## src/rtl/lift_multi_floor_ctrl_pkg.sv

```systemverilog
// Shared definitions for the multi-floor lift controller: FSM state encodings,
// travel-direction constants and a small state-class helper.
package lift_multi_floor_ctrl_pkg;

    typedef enum logic [3:0] {
        IDLE       = 4'd0,
        DOOR_OPEN  = 4'd1,
        DOOR_CLOSE = 4'd2,
        START_UP   = 4'd3,
        MOVE_UP    = 4'd4,
        START_DOWN = 4'd5,
        MOVE_DOWN  = 4'd6,
        EMERGENCY  = 4'd7,
        MAINT      = 4'd8
    } state_t;

    localparam logic DIR_UP = 1'b1;
    localparam logic DIR_DN = 1'b0;

    function automatic logic is_motoring(state_t s);
        return s inside {START_UP, MOVE_UP, START_DOWN, MOVE_DOWN};
    endfunction

endpackage

```

## src/rtl/lift_call_queue.sv

```systemverilog
// Pending-call register for the lift controller: latches call requests, clears
// served floors and reports whether calls lie above, below or at the car.
module lift_call_queue #(
    parameter int  NUM_FLOORS = 8,
    localparam int FLOOR_W    = $clog2(NUM_FLOORS)
) (
    input  logic                  clk,
    input  logic                  reset,
    input  logic [NUM_FLOORS-1:0] call_req,
    input  logic [FLOOR_W-1:0]    cur_floor,
    input  logic                  block_here,
    input  logic                  clear_en,
    input  logic [FLOOR_W-1:0]    clear_floor,
    input  logic                  clear_all,
    output logic [NUM_FLOORS-1:0] pending,
    output logic                  any_above,
    output logic                  any_below,
    output logic                  hit_here
);

    logic [NUM_FLOORS-1:0] pending_next;
    logic [NUM_FLOORS-1:0] set_bits;
    logic [NUM_FLOORS-1:0] above_mask;
    logic [NUM_FLOORS-1:0] below_mask;

    // NOTE: every variable written in always_comb gets a default first, so no path can infer a latch.
    always_comb begin
        set_bits = call_req;
        if (block_here) set_bits[cur_floor] = 1'b0;
        pending_next = pending | set_bits;
        if (clear_en)  pending_next[clear_floor] = 1'b0;
        if (clear_all) pending_next = '0;
    end

    always_comb begin
        above_mask = '0;
        below_mask = '0;
        for (int i = 0; i < NUM_FLOORS; i++) begin
            above_mask[i] = (i > int'(cur_floor));
            below_mask[i] = (i < int'(cur_floor));
        end
    end

    assign any_above = |(pending & above_mask);
    assign any_below = |(pending & below_mask);
    assign hit_here  = pending[cur_floor];

    // NOTE: sequential state uses non-blocking assignments so every register samples pre-edge values.
    always_ff @(posedge clk or negedge reset) begin
        if (!reset) pending <= '0;
        else        pending <= pending_next;
    end

endmodule

```

## src/rtl/lift_multi_floor_ctrl.sv

```systemverilog
// N-floor SCAN lift controller: FSM, door and travel timers, floor counter and
// sticky travel fault, with emergency and maintenance overrides.
module lift_multi_floor_ctrl
    import lift_multi_floor_ctrl_pkg::*;
#(
    parameter int  NUM_FLOORS     = 8,
    parameter int  DOOR_CYCLES    = 16,
    parameter int  TRAVEL_TIMEOUT = 64,
    localparam int FLOOR_W        = $clog2(NUM_FLOORS)
) (
    input  logic                  clk,
    input  logic                  reset,
    input  logic [NUM_FLOORS-1:0] call_req,
    input  logic                  doors_closed,
    input  logic                  floor_tick,
    input  logic                  emergency,
    input  logic                  maintenance,
    output logic [3:0]            state,
    output logic [FLOOR_W-1:0]    cur_floor,
    output logic [NUM_FLOORS-1:0] pending,
    output logic                  motor_on,
    output logic                  motor_direction,
    output logic                  door_open,
    output logic                  fan_on,
    output logic                  fault
);

    localparam int DT_W = $clog2(DOOR_CYCLES + 1);
    localparam int TT_W = $clog2(TRAVEL_TIMEOUT + 1);
    localparam logic [FLOOR_W-1:0] TOP_FLOOR  = FLOOR_W'(NUM_FLOORS - 1);
    localparam logic [DT_W-1:0]    DOOR_LAST  = DT_W'(DOOR_CYCLES - 1);
    localparam logic [TT_W-1:0]    TRAVEL_MAX = TT_W'(TRAVEL_TIMEOUT - 1);

    state_t             st, nxt, decide;
    logic [FLOOR_W-1:0] next_floor, up_floor, dn_floor;
    logic [DT_W-1:0]    door_timer;
    logic [TT_W-1:0]    travel_timer;
    logic               pref_dir, fault_set, fault_clr, door_rearm;
    logic               any_above, any_below, hit_here;

    lift_call_queue #(.NUM_FLOORS(NUM_FLOORS)) u_queue (
        .clk         (clk),
        .reset       (reset),
        .call_req    (call_req),
        .cur_floor   (cur_floor),
        .block_here  (st == DOOR_OPEN),
        .clear_en    (nxt == DOOR_OPEN && st != DOOR_OPEN),
        .clear_floor (next_floor),
        .clear_all   (nxt == MAINT),
        .pending     (pending),
        .any_above   (any_above),
        .any_below   (any_below),
        .hit_here    (hit_here)
    );

    assign up_floor = cur_floor + FLOOR_W'(1);
    assign dn_floor = cur_floor - FLOOR_W'(1);

    // SCAN choice: serve here, else keep the last direction, else reverse.
    always_comb begin
        decide = IDLE;
        if (hit_here) begin
            decide = DOOR_OPEN;
        end else if (pref_dir == DIR_UP) begin
            if (any_above)      decide = START_UP;
            else if (any_below) decide = START_DOWN;
        end else begin
            if (any_below)      decide = START_DOWN;
            else if (any_above) decide = START_UP;
        end
    end

    always_comb begin
        nxt        = st;
        next_floor = cur_floor;
        fault_set  = 1'b0;
        door_rearm = 1'b0;
        case (st)
            IDLE:       nxt = decide;
            DOOR_OPEN: begin
                if (call_req[cur_floor])       door_rearm = 1'b1;
                else if (door_timer == DOOR_LAST) nxt = DOOR_CLOSE;
            end
            DOOR_CLOSE: if (doors_closed) nxt = decide;
            START_UP:   nxt = doors_closed ? MOVE_UP : DOOR_CLOSE;
            START_DOWN: nxt = doors_closed ? MOVE_DOWN : DOOR_CLOSE;
            MOVE_UP: begin
                if (!doors_closed) begin
                    nxt = EMERGENCY;
                end else if (floor_tick) begin
                    if (cur_floor == TOP_FLOOR) begin
                        fault_set = 1'b1;
                        nxt       = EMERGENCY;
                    end else begin
                        next_floor = up_floor;
                        if (pending[up_floor])        nxt = DOOR_OPEN;
                        else if (up_floor == TOP_FLOOR) nxt = IDLE;
                    end
                end else if (travel_timer == TRAVEL_MAX) begin
                    fault_set = 1'b1;
                    nxt       = EMERGENCY;
                end
            end
            MOVE_DOWN: begin
                if (!doors_closed) begin
                    nxt = EMERGENCY;
                end else if (floor_tick) begin
                    if (cur_floor == '0) begin
                        fault_set = 1'b1;
                        nxt       = EMERGENCY;
                    end else begin
                        next_floor = dn_floor;
                        if (pending[dn_floor])  nxt = DOOR_OPEN;
                        else if (dn_floor == '0) nxt = IDLE;
                    end
                end else if (travel_timer == TRAVEL_MAX) begin
                    fault_set = 1'b1;
                    nxt       = EMERGENCY;
                end
            end
            EMERGENCY:  if (!emergency && !fault) nxt = IDLE;
            MAINT:      if (!maintenance) nxt = IDLE;
            default:    nxt = IDLE;
        endcase

        if (maintenance && st inside {IDLE, DOOR_OPEN, DOOR_CLOSE}) nxt = MAINT;
        if (emergency) begin
            nxt        = EMERGENCY;
            next_floor = cur_floor;
            fault_set  = 1'b0;
        end
    end

    assign fault_clr = maintenance && !emergency && !is_motoring(st);

    always_ff @(posedge clk or negedge reset) begin
        if (!reset) begin
            st              <= IDLE;
            cur_floor       <= '0;
            motor_direction <= DIR_DN;
            pref_dir        <= DIR_UP;
            fault           <= 1'b0;
            door_timer      <= '0;
            travel_timer    <= '0;
        end else begin
            st        <= nxt;
            cur_floor <= next_floor;
            if (nxt == START_UP) begin
                motor_direction <= DIR_UP;
                pref_dir        <= DIR_UP;
            end else if (nxt == START_DOWN) begin
                motor_direction <= DIR_DN;
                pref_dir        <= DIR_DN;
            end
            if (fault_set)      fault <= 1'b1;
            else if (fault_clr) fault <= 1'b0;
            door_timer   <= (st == DOOR_OPEN && nxt == DOOR_OPEN && !door_rearm)
                            ? door_timer + DT_W'(1) : '0;
            travel_timer <= ((st == MOVE_UP || st == MOVE_DOWN) && nxt == st && !floor_tick)
                            ? travel_timer + TT_W'(1) : '0;
        end
    end

    assign state     = st;
    assign motor_on  = is_motoring(st);
    assign door_open = (st == DOOR_OPEN);
    assign fan_on    = motor_on || (st == EMERGENCY);

endmodule

```

## config.mk

```make
export PLATFORM = sky130hd
export DESIGN_NAME = lift_multi_floor_ctrl
export DESIGN_NICKNAME = d
export VERILOG_FILES = /design/src/rtl/lift_multi_floor_ctrl_pkg.sv /design/src/rtl/lift_call_queue.sv /design/src/rtl/lift_multi_floor_ctrl.sv
export SDC_FILE = /design/constraint.sdc
export NUM_CORES = 1
export LEC_CHECK = 0
export ABC_CLOCK_PERIOD_IN_PS = 8600
export CAP_MARGIN = 20
export CORE_ASPECT_RATIO = 1.4
export CORE_MARGIN = 3
export CORE_UTILIZATION = 60
export CTS_CLUSTER_DIAMETER = 50
export DETAILED_ROUTE_END_ITERATION = 12
export GPL_ROUTABILITY_DRIVEN = 0
export PLACE_DENSITY_LB_ADDON = 0.3
export SLEW_MARGIN = 15
export SYNTH_ARGS = -nofsm -noshare
export SYNTH_HDL_FRONTEND = slang
export SYNTH_HIERARCHICAL = 1
export SYNTH_SLANG_ARGS = --single-unit
```

## constraint.sdc

```tcl
create_clock -name clk -period 8.6 [get_ports clk]
set_clock_uncertainty 0.2 [all_clocks]
set_input_delay 1.72 -clock clk [delete_from_list [all_inputs] [get_ports clk]]
set_output_delay 1.72 -clock clk [all_outputs]
set_load 0.05 [all_outputs]
```

Word level (Yosys, flattened, before mapping)
Index checks and enable logic that the tools add are counted.
- bits in registers: 30
- latch bits: 0
- RAM bits: 0
- memory bits (read-only): 0
- bits of input ports: 14
- output and inout port bits: 20
- logic and storage cells: 151
- memories: 0
- $add $sub $neg: 4
- multiply operators: 0
- divide/modulo/power cells: 0
- order comparisons: 20
- equality and inequality tests: 18
- shift-type cells: 0
- muxes and demuxes: 67
- bitwise logic cells: 7
- reductions and logical operators: 27
- operators by type and width (operator ; number):
    $mux 4 ; 20
    $mux 3 ; 12
    $pmux 4 s9 ; 1
    $and 8x8->8 ; 3
    $mux 8 ; 3
    $eq 4x3->1 const B ; 5
    $mux 1 ; 20
    $lt 3x4->1 const B ; 4
    $not 8->8 ; 2
    $reduce_or 8->1 ; 2
    $bmux 1 s3 ; 4
    $eq 4x2->1 const B ; 3
    $gt 3x3->1 const A ; 4
    $logic_and 1x1->1 ; 11
    $lt 3x3->1 const A ; 3
    $and 8x7->8 ; 1
    $eq 4x1->1 const B ; 2
    $eq 4x4->1 const B ; 2
    $or 8x8->8 ; 1
    $add 7x1->7 const B ; 1
    $eq 7x6->1 const B ; 1
    $mux 7 ; 1
    $demux 1 s3 ; 2
    $eq 3x3->1 const B ; 2
    other kinds (22) ; 33

Logic depth before layout (Yosys ltp)
- depth after elaboration: 15
- mapped depth: 14
- mapped depth without buffers: 13

Modules after synthesis
Netlist, hierarchy kept.
- modules (own cells, without submodules) (module ; instances ; cells an instance ; area each (um2) ; seq. area each (um2)):
    lift_multi_floor_ctrl ; 1 ; 205 ; 1803.0 ; 551.8
    lift_call_queue ; 1 ; 75 ; 633.1 ; 200.2

Least setup slack after synthesis
OpenSTA, ideal clock, no wires.
- kind: reg-to-output
- start: register st[1] (netlist: state[1])
- end: output port door_open
- arrival: 2346 ps
- data required time: 6680 ps
- setup slack: 4334 ps
- cell stages (with the launch flop): 4
- buffers on the path: 1
- cell sequence: dfrtp_1 > buf_2 > nand2b_4 > nor3_1
- cells in the longest elaborated chain, start to end: 1
- RTL lines (what ; RTL line ; source):
    start, declared ; lift_multi_floor_ctrl.sv:34 ; state_t st, nxt, decide;
    start signal, assigned ; lift_multi_floor_ctrl.sv:146 ; st <= nxt;
    $eq 4x1->1 ; lift_multi_floor_ctrl.sv:166 ; assign door_open = (st == DOOR_OPEN);
    end, declared ; lift_multi_floor_ctrl.sv:23 ; output logic door_open,
No other way between the ends.

Worst setup path in the final report
- start: input port doors_closed
- end: register u_queue.pending[5]
- cells in the longest elaborated chain, start to end: 11
- elaborated cells on any way between the ends: 24
- those cells by class: order compare: 2; eq/ne: 2; mux: 16; bitwise: 2; reduce/logical: 2
- RTL lines (what ; RTL line ; source):
    start, declared ; lift_multi_floor_ctrl.sv:14 ; input logic doors_closed,
    $mux 3 (on tied branches) ; lift_multi_floor_ctrl.sv:105, lift_multi_floor_ctrl.sv:88 ;
    $pmux 3 s2 ; lift_multi_floor_ctrl.sv:78 ; case (st)
    $mux 3 ; lift_multi_floor_ctrl.sv:127 ; if (emergency) begin
    $lt 3x4->1 (implied by the code) / $ge 3x1->1 (equally long branches) ; lift_call_queue.sv:31 ; if (clear_en) pending_next[clear_floor] = 1'b0;
    $logic_and 1x1->1 (implied by the code) ; lift_call_queue.sv:31 ;
    $mux 1 (implied by the code) ; lift_call_queue.sv:31 ;
    $demux 1 s3 ; n/a ;
    $not 8->8 (no source line) ; n/a ;
    $and 8x8->8 (no source line) ; n/a ;
    $mux 8 ; lift_call_queue.sv:31 ;
    $mux 8 * ; lift_call_queue.sv:32 ; if (clear_all) pending_next = '0;
    via u_queue.pending_next[5] ; lift_call_queue.sv:21 ; logic [NUM_FLOORS-1:0] pending_next;
    end signal, assigned ; lift_call_queue.sv:51 ; else pending <= pending_next;
    end, declared ; lift_call_queue.sv:15 ; output logic [NUM_FLOORS-1:0] pending,
Mark *: on every way through the listed nets, which the timed path passes. The rest lies on a longest branch.
A chain may end at the register's enable or synchronous reset.

==> summary by stage <==
Placement
The placed cell count is 343. The wire-length estimate of the detail-placed layout is 4260 um. The count of buffers from port buffering is 33.

OpenSTA, run right after detailed placement, puts the worst setup slack at 3990 ps. The cell area after placement is 2750 um2.

Timing
At the pin with the least slew margin, the transition time is 920 ps. The final count of hold timing violations is 0. The worst path meets setup with 4210 ps of slack. The number of setup violations in the final report is 0.

Measured against its own limit, the worst slew margin works out to 38.7%. On the final layout, the worst hold slack is 258 ps. In the final timing run, aggregate negative setup slack is 0 ps. Static timing analysis puts the maximum clock frequency at 228 MHz. The clock period could shrink to 4390 ps. Setup repair after global routing left no endpoint under its margin.

The share of the clock period used by the worst path is 51.0%. The final number of max-transition violations is 0.

Cells and area
The number of non-filler instances in the completed layout is 351. The total inserted antenna cells is 0. Of the cells placed in the final design, the portion with a size suffix greater than 1 is 9.06%. The layout has 293 filler cells. The summed area of non-filler cells in the final layout is 2830 um2.

Relative to the synthesized area, the layout overhead comes to 16.3%. The net total in the final layout is 332. For this run, the share of the core covered by cells in the final layout is 75.1%.

Status
The flow ran to the end, and the final reports show no timing, DRC or antenna violations.

Floorplan
During I/O placement, the number of pins put on the boundary was 34. The initial utilization of the core area, before any placement, comes to 64.6%. The area of the die is 4870 um2.

The floorplan row count is 26. The core region is 3770 um2. The height of the die is 81.4 um. From left edge to right edge, the die measures 59.9 um.

Pwr
The part of the power in the clock network is 10.5%. The switching power is 0.523 mW. The part of the power in registers is 26.4%. The worst-case IR drop observed on VDD is 0.000299 V. The internal power of the cells totals 0.468 mW. In this run, the combinational gates consume 63.0% of the power. The net switching share of the total power is 52.8%. The analysis attributes to cell leakage a power of 1.12 nW. Summing internal, switching and leakage power gives 0.991 mW. Power spread over the standard cell area amounts to 350 nW/um2.

Logic synthesis
The number of enable flip-flop cells after synthesis is 0. The number of nets handed over by synthesis was 304. The top cell type by total area after synthesis is sky130_fd_sc_hd__dfrtp_1.

In the synthesized netlist, the number of instances is 280. In this run the mean area of a mapped cell was 8.70 um2. The number of distinct library cells after synthesis is 65. In this run the cell area of the synthesized design comes to 2440 um2.

The number of warnings reported in the yosys synthesis log is 6. After synthesis the netlist holds a flip-flop and latch count of 30. After synthesis, the share of flip-flops with an asynchronous set or reset is 100%. Ranked by total cell area, the synthesized netlist is headed by sky130_fd_sc_hd__dfrtp_1, sky130_fd_sc_hd__mux2i_1, sky130_fd_sc_hd__ha_1.

Sequential elements use 30.9% of the synthesized area. The fraction of synthesized cell area taken by the top area cell type is 29.8%. The flip-flop cell with the highest count after synthesis is sky130_fd_sc_hd__dfrtp_1.

Worst setup path
Data on the critical path is required at its endpoint by 8540 ps. For this design, the slowest cell found on the critical path is sky130_fd_sc_hd__clkdlybuf4s50_1. The startpoint type of the worst setup path is a primary input. The highest cell delay on the worst timing path is 610 ps.

The class of the most critical setup path is in2reg. STA classifies the critical path endpoint as a flop. The arrival time of data at the critical path endpoint is 4330 ps. In this run the worst path has a maximum fanout of 7. The critical path goes through clkdlybuf4s50_1 > nor2b_1 > nor4b_1 > a21oi_1 > a41oi_1 > o211ai_1 > nor2_1 > nor2b_1 > a311oi_1.

By instance count, the cell type seen most on the critical path is sky130_fd_sc_hd__nor2b_1. The cell family with the largest share of critical-path delay is simple AND/OR/NAND/NOR gates. The number of buffers and inverters on the critical path is 1.

Clock tree
The maximum level of the CTS H-tree is 2. The clock net sink count is 30. The CTS tree is built.

The clock slew seen by the registers of the worst setup and hold paths is 70 ps. The quantity of hold-fixing buffers added after cts is 0. The cell at the root of the clock tree is sky130_fd_sc_hd__clkbuf_8. The later pin in the worst-skew pair is clocked with a latency of 280 ps. The number of gates given a new drive strength after cts is 0.

The number of clock buffers added by TritonCTS is 5. The buffer depth of the longest clock path is 2. The post-CTS repair timing setup buffer count is 0.

Detailed routing
For this block, the initial DRC count from the detailed router was 210. The total wire length after detailed routing is 5940 um. The count of nets left with antenna violations once routing finished came out at 0. The average detailed-routed wire length per instance is 16.9 um. The number of iterations in the first detailed-routing pass is 4. The final routed DRC violation total is 0. The count of vias placed by the detailed router is 2237. The detail-routed via count per cell is 6.37.

GRT
The wire length of the first global-routing pass is 9780 um. The largest net degree at the start of global routing is 31. The total routing usage reported by global routing is 26.2%. The initial antenna violation count was 0.

The number of global-route vias before repair was 2085. For this run the aggregate overflow at the end of global routing stands at 0.

Run
Max-cap violations in this run came to 0.

Hold path
The worst hold-check path type is reg2reg.
-- logic make-up (layout without fill, tap and decap cells) --
group                      count (synthesis)  after routing  synth area share [%]
AOI/OAI and AO/OA                         74             74                  22.7
xor gates and xnor gates                  10             10                  3.60
adders and majority gates                 10             10                  5.14
buffers and inverters                     30             59                  6.01
DFF                                       30             30                  30.9
muxes                                     17             17                  8.06
and+or+nand+nor                          109            109                  23.6
-- area by class of cell --
class / instances / area (um2) / share of cell area (%)
multi-input combinational: 220 / 1540 / 54.3
sequential: 30 / 752 / 26.5
tap: 42 / 52.6 / 1.85
timing repair buffer: 36 / 353 / 12.5
clock inverter: 2 / 10.0 / 0.353
clock buffer: 6 / 72.6 / 2.56
inverter: 15 / 56.3 / 1.99
-- power groups by stage --
stage | combinational, mW | sequential (mW) | clock (mW)
final | 0.625 | 0.262 | 0.104
after global routing | 0.673 | 0.271 | 0.115
after CTS | 0.621 | 0.260 | 0.107
after detailed placement | 0.615 | 0.262 | 0
after global placement | 0.605 | 0.261 | 0
after floorplan | 0.421 | 0.307 | 0
-- cells in the final DEF (no fill, tap or decap), drive strengths merged, types with 10 or more instances in the layout --
cell type,synthesis,layout
ha,10,10
dfrtp,29,29
nor2,34,34
nand2,16,16
mux2i,14,14
a21oi,20,20
nor2b,12,12
o21ai,11,11
inv,14,14
clkdlybuf4s50,0,33
nand3,18,18
a211oi,10,10
-- sequential cells by signal (all words and copies together), names as in the netlist --
| register | count |
|---|---|
| cur_floor | 3 |
| door_timer | 5 |
| fault | 1 |
| motor_direction | 1 |
| pref_dir | 1 |
| state | 4 |
| travel_timer | 7 |
| u_queue/pending | 8 |
-- path summary, 6_finish.rpt --
check	from	endpoint	slack [ps]	depth (start not counted)
min in group asynchronous	reset	u_queue/pending[3]	1620	2
setup reg to reg	cur_floor[1]	u_queue/pending[5]	4490	11
max in group asynchronous	reset	pref_dir	6270	2
hold / removal	travel_timer[0]	travel_timer[0]	260	1
hold reg to reg	travel_timer[0]	travel_timer[0]	260	1
setup / recovery	doors_closed	u_queue/pending[5]	4210	9
-- routing by layer --
layer | GRT usage [%] | vias to the layer above | part of all wire [%]
li1 | - | 1082 | -
met1 | 31.9 | 1070 | 41
met2 | 45.9 | 71 | 52
met3 | 4.13 | 14 | 4.6
met4 | 8.87 | 0 | 2.0
met5 | 0 | - | 0
-- synthesized netlist by cell type, drive strengths merged, types with 4 or more instances --
| master | count |
|---|---|
| a211oi | 10 |
| a21oi | 20 |
| a311oi | 5 |
| and2 | 6 |
| buf | 11 |
| clkbuf | 4 |
| dfrtp | 29 |
| ha | 10 |
| inv | 14 |
| mux2i | 14 |
| nand2 | 16 |
| nand3 | 18 |
| nor2 | 34 |
| nor2b | 12 |
| nor3 | 5 |
| o211ai | 4 |
| o21ai | 11 |
| xnor2 | 6 |
| xor2 | 4 |
(Power assumes the default switching activity.)
